<file path="config.mk">
export PLATFORM = sky130hd
export DESIGN_NAME = minimal_mem_initiator
export DESIGN_NICKNAME = d
export VERILOG_FILES = /design/src/rtl/minimal_mem_initiator.sv
export SDC_FILE = /design/constraint.sdc
export NUM_CORES = 1
export LEC_CHECK = 0
export ABC_AREA = 1
export CAP_MARGIN = 25
export CORE_UTILIZATION = 35
export CTS_CLUSTER_DIAMETER = 120
export DETAILED_ROUTE_END_ITERATION = 10
export GPL_TIMING_DRIVEN = 0
export SYNTH_ARGS = -nofsm -noshare
export SYNTH_HDL_FRONTEND = slang
export SYNTH_SLANG_ARGS = --single-unit
</file>
<file path="constraint.sdc">
create_clock -name clock -period 2.7 [get_ports clock]
set_input_delay 0.405 -clock clock [delete_from_list [all_inputs] [get_ports clock]]
set_output_delay 0.405 -clock clock [all_outputs]
set_load 0.05 [all_outputs]
</file>
<file path="src/rtl/minimal_mem_initiator.sv">
// Purpose : single-outstanding bus initiator for the Bambu minimal memory interface.
// Latency : bus asserted 1 cycle after command accept; response 1 cycle after DataRdy.
// Backpr. : cmd_ready only in IDLE; a response is held until rsp_ready, bus idle meanwhile.
//
// Ports: clock/reset (sync, active-high); cmd_* valid/ready command channel;
//        rsp_* valid/ready response channel; Mout_*/M_* memory bus; proto_err flag.
// Build option: define PROTOCOL_CHECK_EN to enable the sticky proto_err checker,
//               otherwise proto_err is tied low.
module minimal_mem_initiator #(
    parameter int ADDR_W  = 7,
    parameter int DATA_W  = 8,
    parameter int SIZE_W  = 4,
    parameter int TIMEOUT = 16
) (
    input  logic              clock,
    input  logic              reset,
    input  logic              cmd_valid,
    output logic              cmd_ready,
    input  logic              cmd_we,
    input  logic [ADDR_W-1:0] cmd_addr,
    input  logic [DATA_W-1:0] cmd_wdata,
    input  logic [SIZE_W-1:0] cmd_size,
    output logic              rsp_valid,
    input  logic              rsp_ready,
    output logic [DATA_W-1:0] rsp_rdata,
    output logic              rsp_err,
    output logic              Mout_oe_ram,
    output logic              Mout_we_ram,
    output logic [ADDR_W-1:0] Mout_addr_ram,
    output logic [DATA_W-1:0] Mout_Wdata_ram,
    output logic [SIZE_W-1:0] Mout_data_ram_size,
    input  logic [DATA_W-1:0] M_Rdata_ram,
    input  logic              M_DataRdy,
    output logic              proto_err
);

    localparam int CNT_W = (TIMEOUT > 1) ? $clog2(TIMEOUT) : 1;
    localparam logic [SIZE_W:0] MAX_SIZE = (SIZE_W+1)'(DATA_W);

    typedef enum logic [1:0] {IDLE, REQ, RSP} state_t;

    state_t            state_q, state_d;
    logic              oe_q, oe_d, we_q, we_d;
    logic [ADDR_W-1:0] addr_q, addr_d;
    logic [DATA_W-1:0] wdata_q, wdata_d;
    logic [SIZE_W-1:0] size_q, size_d;
    logic [DATA_W-1:0] rdata_q, rdata_d;
    logic              err_q, err_d;
    logic [CNT_W-1:0]  cnt_q, cnt_d;

    logic accept, size_ok, done, timeout_hit, abort;

    // Low 'sz' bits set: equivalent to (1<<sz)-1 without needing a wider temporary.
    function automatic logic [DATA_W-1:0] size_mask(input logic [SIZE_W-1:0] sz);
        logic [DATA_W-1:0] m;
        for (int i = 0; i < DATA_W; i++) m[i] = (i < int'(sz));
        return m;
    endfunction

    assign accept  = cmd_valid && (state_q == IDLE);
    assign size_ok = (cmd_size != '0) && ({1'b0, cmd_size} <= MAX_SIZE);
    assign done    = (state_q == REQ) && M_DataRdy;

    // Counter holds the number of REQ cycles already spent without DataRdy.
    generate
        if (TIMEOUT > 0) begin : g_timeout
            assign timeout_hit = (cnt_q == CNT_W'(TIMEOUT - 1));
        end else begin : g_no_timeout
            assign timeout_hit = 1'b0;
        end
    endgenerate

    assign abort = (state_q == REQ) && !M_DataRdy && timeout_hit;

    // State register
    always_ff @(posedge clock) begin
        if (reset) state_q <= IDLE;
        else       state_q <= state_d;
    end

    // Next-state logic
    always_comb begin
        state_d = state_q;
        case (state_q)
            IDLE:    if (accept) state_d = size_ok ? REQ : RSP;
            REQ:     if (done || abort) state_d = RSP;
            RSP:     if (rsp_ready) state_d = IDLE;
            default: state_d = IDLE;
        endcase
    end

    // Output logic: handshakes plus next values of the registered bus/response.
    always_comb begin
        cmd_ready = (state_q == IDLE);
        rsp_valid = (state_q == RSP);
        oe_d    = oe_q;
        we_d    = we_q;
        addr_d  = addr_q;
        wdata_d = wdata_q;
        size_d  = size_q;
        rdata_d = rdata_q;
        err_d   = err_q;
        cnt_d   = cnt_q;
        case (state_q)
            IDLE: begin
                cnt_d = '0;
                if (accept) begin
                    rdata_d = '0;
                    err_d   = !size_ok;
                    if (size_ok) begin
                        oe_d    = !cmd_we;
                        we_d    = cmd_we;
                        addr_d  = cmd_addr;
                        wdata_d = cmd_we ? (cmd_wdata & size_mask(cmd_size)) : '0;
                        size_d  = cmd_size;
                    end
                end
            end
            REQ: begin
                if (done || abort) begin
                    // Shared buses are ORed in Bambu, so every field returns to zero.
                    oe_d    = 1'b0;
                    we_d    = 1'b0;
                    addr_d  = '0;
                    wdata_d = '0;
                    size_d  = '0;
                    err_d   = abort;
                    rdata_d = (done && oe_q) ? (M_Rdata_ram & size_mask(size_q)) : '0;
                end else begin
                    cnt_d = cnt_q + 1'b1;
                end
            end
            RSP: begin
                if (rsp_ready) begin
                    rdata_d = '0;
                    err_d   = 1'b0;
                end
            end
            default: ;
        endcase
    end

    always_ff @(posedge clock) begin
        if (reset) begin
            oe_q    <= 1'b0;
            we_q    <= 1'b0;
            addr_q  <= '0;
            wdata_q <= '0;
            size_q  <= '0;
            rdata_q <= '0;
            err_q   <= 1'b0;
            cnt_q   <= '0;
        end else begin
            oe_q    <= oe_d;
            we_q    <= we_d;
            addr_q  <= addr_d;
            wdata_q <= wdata_d;
            size_q  <= size_d;
            rdata_q <= rdata_d;
            err_q   <= err_d;
            cnt_q   <= cnt_d;
        end
    end

    assign Mout_oe_ram        = oe_q;
    assign Mout_we_ram        = we_q;
    assign Mout_addr_ram      = addr_q;
    assign Mout_Wdata_ram     = wdata_q;
    assign Mout_data_ram_size = size_q;
    assign rsp_rdata          = rdata_q;
    assign rsp_err            = err_q;

`ifdef PROTOCOL_CHECK_EN
    logic proto_q;
    logic rdata_xz;
`ifdef SYNTHESIS
    assign rdata_xz = 1'b0;
`else
    assign rdata_xz = $isunknown(M_Rdata_ram);
`endif
    always_ff @(posedge clock) begin
        if (reset) begin
            proto_q <= 1'b0;
        end else if ((M_DataRdy && state_q != REQ) || (done && oe_q && rdata_xz) || abort) begin
            proto_q <= 1'b1;
        end
    end
    assign proto_err = proto_q;
`else
    assign proto_err = 1'b0;
`endif

endmodule
</file>
==> run metrics, run 1 <==
max-capacitance violation count 0; synthesized netlist net count 313; antenna violations before repair 0; post-detailed-route wirelength per cell 12.5 um; Sum Neg Setup Slack 0 ps; max-slew violation count 0; data required time at the worst endpoint 2300 ps; VDD IR-drop max 0.663 mV; hold buffer count at CTS 0; total power density per cell area 1070 mW/mm2; worst-path cell chain inv_1 > ha_1 > clkdlybuf4s50_1; count of input and output buffers 64; Chip Width 79.1 um; min cycle time layout 2240 ps; buffers from clock root to sink, at most 2; drt pass-1 iters 4; class of the most critical setup path flop to output pin; Crit path largest cell delay 850 ps; number of clock sinks 36; period utilisation layout 82.8%; share of the synthesized area in the top cell type 34.7%; multi-input logic area 0.00111 mm2; via density per instance 4.66; initial standard-cell utilization of the core 37.1%; TritonCTS clock tree done; total leakage power 1.14 nW; setup repair bufs after CTS 0; Iter 0 DRT Violations 43; category of the worst setup path launch point flop; share of layout cells above drive strength 1 18.4%; total global routing track utilization 18.1%; ports placed on the boundary 66; register area 721 um2; Seq cells post-synth 36; number of H-tree levels 2; # nets final 384; filler instances 587; area added between synthesis and finish 38.9%; Synth area leaders sky130_fd_sc_hd__dfxtp_1, sky130_fd_sc_hd__nand2_1, sky130_fd_sc_hd__a21oi_2; Cells after Synth 276; Final Skew 4.20 ps; Synth Cell Area 0.00208 mm2; critical-path maximum fanout 4; CP Data Arrival Time 1830 ps; vias after detailed routing 1953; clock tree root driver cell sky130_fd_sc_hd__clkbuf_8; worst max-slew margin expressed relative to the limit 54.5%; first-pass GRT wire length 8760 um; crit end category output pin; clock slew at reported path FFs 70 ps; die extent in y 79.1 um; antenna diode count 0; number of instances resized during post-cts repair 0; synthesis warning total 0; hold path startpoint rsp_rdata[6]; insertion delay of the later-clocked pin in the worst-skew pair 290 ps; Unique masters post-synth 30; core area 0.00561 mm2; DR DRC count 0; Inst Count DP 412; number of global-route vias before repair 1793; Slew @ Worst Pin 683 ps; final estimated routing congestion in global placement 0.830; post-route insts no fill 419; sum of routed wire length over all layers 5240 um; worst hold-check path type flop to flop; Reg-to-Reg Start state_q[0]; die outline area 0.00625 mm2; cell row count 27; GRT overflow 0; cts bufs inserted 5; Detail Route Antenna Nets 0; final cell utilization of the core 51.5%; final setup vio count 0; synthesized area divided by synthesized cell count 7.53 um2; final number of hold-violating endpoints 0; DP HPWL 3940 um; largest net degree at the start of global routing 11; f_max 447 MHz; part of the Yosys area used for sequential elements 34.7%; Synth area leader sky130_fd_sc_hd__dfxtp_1; unrepaired setup endpoints after global routing false; source of the critical timing path state_q[1]; status completed; Critical-path top delay cell sky130_fd_sc_hd__clkdlybuf4s50_1
## cell families after synthesis
kind of cell / Yosys count / share of synthesized area (%)
buf+inv: 43 / 12.1
fa+ha+maj: 4 / 2.41
compound gates: 46 / 14.7
flops: 36 / 34.7
other cells: 1 / 0.180
simple gates: 146 / 35.9
## power by group
group	internal (mW)	total [mW]	switching, mW
registers	0.666	0.765	0.0996
logic	0.712	1.97	1.26
clock network	0.176	0.367	0.192
## worst paths after layout
path                  end  slack (ps)  depth (start not counted)
min          rsp_rdata[6]         460                          2
max reg2reg       rsp_err         980                          9
min reg2reg  rsp_rdata[6]         460                          2
max             cmd_ready         460                          3
## cells in the mapped netlist (all sizes together)
master and instances:
clkbuf 4, nor3 1, dfxtp 36, nand2 60, and3 2, o21ai 10
ha 4, conb 1, buf 11, nand4 3, nand3 37, a21oi 36
or2 1, nand3b 2, inv 28, nor2 40
## through the flow
step | hold WS (ps) | power, mW | setup WS (ps) | area [um2]
after floorplan | 442 | 2.24 | 840 | 2080
after global placement | 452 | 2.74 | 650 | 2810
after detailed placement | 454 | 2.76 | 606 | 2810
after CTS | 465 | 3.14 | 448 | 2890
after global routing | 484 | 3.32 | 391 | 2890
final | 461 | 3.10 | 464 | 2890
## area by class of cell
class | count | share of cell area, %
Tap cell | 72 | 3.12
Sequential cell | 36 | 25.0
Clock buffer | 6 | 2.51
Clock inverter | 1 | 0.173
Timing Repair Buffer | 64 | 22.2
Buffer | 15 | 4.81
Multi-Input combinational cell | 197 | 38.3
Inverter | 28 | 3.90
## per-layer routing
layer  vias up  share of wire (%)  track usage [%]
li1       1026                  -                -
met1       854                 49             25.1
met2        66                 43             27.3
met3         7                6.7             4.60
met4         0                1.2             5.45
met5         -                  0                0
## cell usage in the layout, fill, tap and decap left out
cell,netlist,layout
sky130_fd_sc_hd__clkbuf_1,4,5
sky130_fd_sc_hd__buf_4,5,5
sky130_fd_sc_hd__or2_1,1,1
sky130_fd_sc_hd__nand3b_1,2,2
sky130_fd_sc_hd__buf_8,2,2
sky130_fd_sc_hd__buf_2,1,1
sky130_fd_sc_hd__clkinv_2,0,1
sky130_fd_sc_hd__conb_1,1,1
sky130_fd_sc_hd__and3_1,2,2
sky130_fd_sc_hd__dfxtp_1,36,36
sky130_fd_sc_hd__nor2_8,1,1
sky130_fd_sc_hd__nor2_1,35,35
sky130_fd_sc_hd__nand4_1,3,3
sky130_fd_sc_hd__a21oi_2,20,20
sky130_fd_sc_hd__inv_4,1,1
sky130_fd_sc_hd__o21ai_1,1,1
sky130_fd_sc_hd__nor2_4,1,1
sky130_fd_sc_hd__buf_6,1,1
sky130_fd_sc_hd__nand2_1,57,57
sky130_fd_sc_hd__clkbuf_8,0,5
sky130_fd_sc_hd__nand3_1,22,22
sky130_fd_sc_hd__inv_2,2,2
sky130_fd_sc_hd__nor2_2,3,3
sky130_fd_sc_hd__nand2_4,3,3
sky130_fd_sc_hd__buf_12,2,2
sky130_fd_sc_hd__o21ai_0,9,9
sky130_fd_sc_hd__nand3_2,15,15
sky130_fd_sc_hd__nor3_1,1,1
sky130_fd_sc_hd__a21oi_1,16,16
sky130_fd_sc_hd__clkdlybuf4s50_1,0,64
sky130_fd_sc_hd__inv_6,1,1
sky130_fd_sc_hd__ha_1,4,4
sky130_fd_sc_hd__inv_1,24,24
## registers in the layout, indices dropped and copies added (netlist names)
signal / flops
Mout_data_ram_size: 4
rsp_err: 1
Mout_we_ram: 1
cnt_q: 4
rsp_rdata: 8
state_q: 2
Mout_addr_ram: 7
Mout_Wdata_ram: 8
Mout_oe_ram: 1
## worst max-delay path, delay by kind of cell, from the launching register on
| family | cells | cell delay [ps] |
|---|---|---|
| DFF | 1 | 320 |
| buffers and inverters | 2 | 940 |
| adders and majority gates | 1 | 280 |
No activity file was read; power rests on OpenSTA's default activity.
==> run 2: changes to the inputs <==
--- a/config.mk
+++ b/config.mk
@@ -11,6 +11,7 @@
 export CTS_CLUSTER_DIAMETER = 120
 export DETAILED_ROUTE_END_ITERATION = 10
 export GPL_TIMING_DRIVEN = 0
+export PLACE_DENSITY = 0.66
 export SYNTH_ARGS = -nofsm -noshare
 export SYNTH_HDL_FRONTEND = slang
 export SYNTH_SLANG_ARGS = --single-unit
==> constraint.sdc (replaced) <==
create_clock -name clock -period 2.05 [get_ports clock]
set_input_delay 0.3075 -clock clock [delete_from_list [all_inputs] [get_ports clock]]
set_output_delay 0.3075 -clock clock [all_outputs]
set_load 0.05 [all_outputs]
==> run metrics, run 2 (synthesis results as in run 1) <==
total power density per cell area 1420 mW/mm2; VDD IR-drop max 0.606 mV; total global routing track utilization 18.1%; number of H-tree levels 2; Slew @ Worst Pin 697 ps; power consumption 4.14 mW; cell row count 27; Crit. path cell count 1; DP HPWL 3930 um; TritonCTS clock tree done; post-detailed-route wirelength per cell 12.4 um; core area 0.00561 mm2; CP Data Arrival Time 1560 ps; GRT overflow 0; hold buffer count at CTS 0; min cycle time layout 1870 ps; met3 WL 386 um; Iter 0 DRT Violations 78; filler instances 574; number of clock sinks 36; class of the most critical setup path flop to output pin; category of cells accounting for the largest share of critical-path delay buffers and inverters; capture instance of the worst register-to-register path rsp_rdata[7]; register area 721 um2; max-slew violation count 0; cts bufs inserted 5; Worst setup endpoint Mout_data_ram_size[3]; insertion delay of the later-clocked pin in the worst-skew pair 290 ps; Sum Neg Setup Slack 0 ps; f_max 534 MHz; antenna violations before repair 0; buffers from clock root to sink, at most 2; worst max-slew margin expressed relative to the limit 53.5%; final number of hold-violating endpoints 0; critical-path maximum fanout 5; multi-input logic area 0.00111 mm2; max-capacitance violation count 0; drt pass-1 iters 4; number of global-route vias before repair 1905; category of the worst setup path launch point flop; ports placed on the boundary 66; crit end category output pin; Detail Route Antenna Nets 0; number of instances resized during post-cts repair 1; final estimated routing congestion in global placement 0.806; area added between synthesis and finish 39.9%; DP Area 0.00281 mm2; sum of routed wire length over all layers 5210 um; count of buffering cells on the critical path with inverters included 1; first-pass GRT wire length 8720 um; worst-path cell chain clkdlybuf4s50_1; final setup vio count 0; unrepaired setup endpoints after global routing false; period utilisation layout 91.3%; setup repair bufs after CTS 0; clock slew at reported path FFs 70 ps; cell area after layout 0.00291 mm2; clock tree root driver cell sky130_fd_sc_hd__clkbuf_8; leading cell types in the layout, fill and taps excluded sky130_fd_sc_hd__clkdlybuf4s50_1, sky130_fd_sc_hd__nand2_1, sky130_fd_sc_hd__dfxtp_1; wire length on met1 2460 um; count of input and output buffers 64; total leakage power 1.16 nW; DR DRC count 0; via density per instance 4.70; die outline area 0.00625 mm2; die extent in y 79.1 um; vias after detailed routing 1971; Final Skew 4.92 ps; most common cell after layout, fill and taps aside sky130_fd_sc_hd__clkdlybuf4s50_1; share of layout cells above drive strength 1 18.7%; Critical-path top delay cell sky130_fd_sc_hd__clkdlybuf4s50_1; Reg-to-Reg Start state_q[1]; antenna diode count 0; status completed; Chip Width 79.1 um; source of the critical timing path Mout_data_ram_size[3]; Met2 Wirelength 2320 um; initial standard-cell utilization of the core 37.1%; reg2reg setup slack 320 ps; cell count of the worst reg-to-reg path 12; top layer reached by signal wires met4; Crit path largest cell delay 850 ps; worst hold-check path type flop to flop; data required time at the worst endpoint 1740 ps; # nets final 384; largest net degree at the start of global routing 11
==> run 2: changes by cell type in the layout (fill, tap and decap cells not counted) <==
cell,change
sky130_fd_sc_hd__clkbuf_1,-1
sky130_fd_sc_hd__clkbuf_8,+2
sky130_fd_sc_hd__dlymetal6s2s_1,+1
sky130_fd_sc_hd__clkdlybuf4s50_1,-2
sky130_fd_sc_hd__dlygate4sd2_1,+1
sky130_fd_sc_hd__clkinv_2,-1
==> run 2: power breakdown <==
| part | internal [mW] | leakage (nW) | switching, mW | total, mW |
|---|---|---|---|---|
| combinational | 0.928 | 0.820 | 1.65 | 2.58 |
| sequential | 0.877 | 0.294 | 0.131 | 1.01 |
| clock | 0.299 | 0.0503 | 0.254 | 0.553 |
| total | 2.10 | 1.16 | 2.04 | 4.14 |
==> run 2: worst min-delay path by stage <==
stage                     slack, ps  cells past startpoint                     to          from
after floorplan                 380                      1  Mout_data_ram_size[0]         reset
after global placement          450                      2           rsp_rdata[5]  rsp_rdata[5]
after detailed placement        450                      2           rsp_rdata[5]  rsp_rdata[5]
after CTS                       470                      2           rsp_rdata[5]  rsp_rdata[5]
after global routing            480                      2           rsp_rdata[1]  rsp_rdata[1]
final                           460                      2           rsp_rdata[5]  rsp_rdata[5]
==> run 2: tightest hold or removal path: cells and delay by family, from the launching register on <==
family	cells	cell delay, ps
compound gates	1	50
flops	1	310
simple gates	1	60
==> run 2: routing by layer <==
metal	up-vias	global-route usage, %
li1	1027	-
met1	888	22.3
met2	52	29.7
met3	4	5.86
met4	0	5.82
met5	-	0
==> run 2: metrics by stage <==
| stage | util (%) | setup slack [ps] | instances | hold slack [ps] |
|---|---|---|---|---|
| 2_1_floorplan | - | 190 | 276 | 377 |
| 3_5_place_dp | 50.1 | 95.6 | 412 | 455 |
| 4_1_cts | 51.8 | 35.7 | 419 | 465 |
| 3_3_place_gp | 50.1 | 122 | 412 | 450 |
| 6_report | 51.8 | 178 | 419 | 460 |
| 5_1_grt | 51.8 | 109 | 419 | 485 |
==> run 2: layout make-up <==
cell class	count	share of cell area, %
timing repair buffer	64	22.1
clock buffer	7	3.31
multi-input combinational	197	38.1
buffer	15	4.78
sequential	36	24.8
tap	72	3.10
inverter	28	3.87
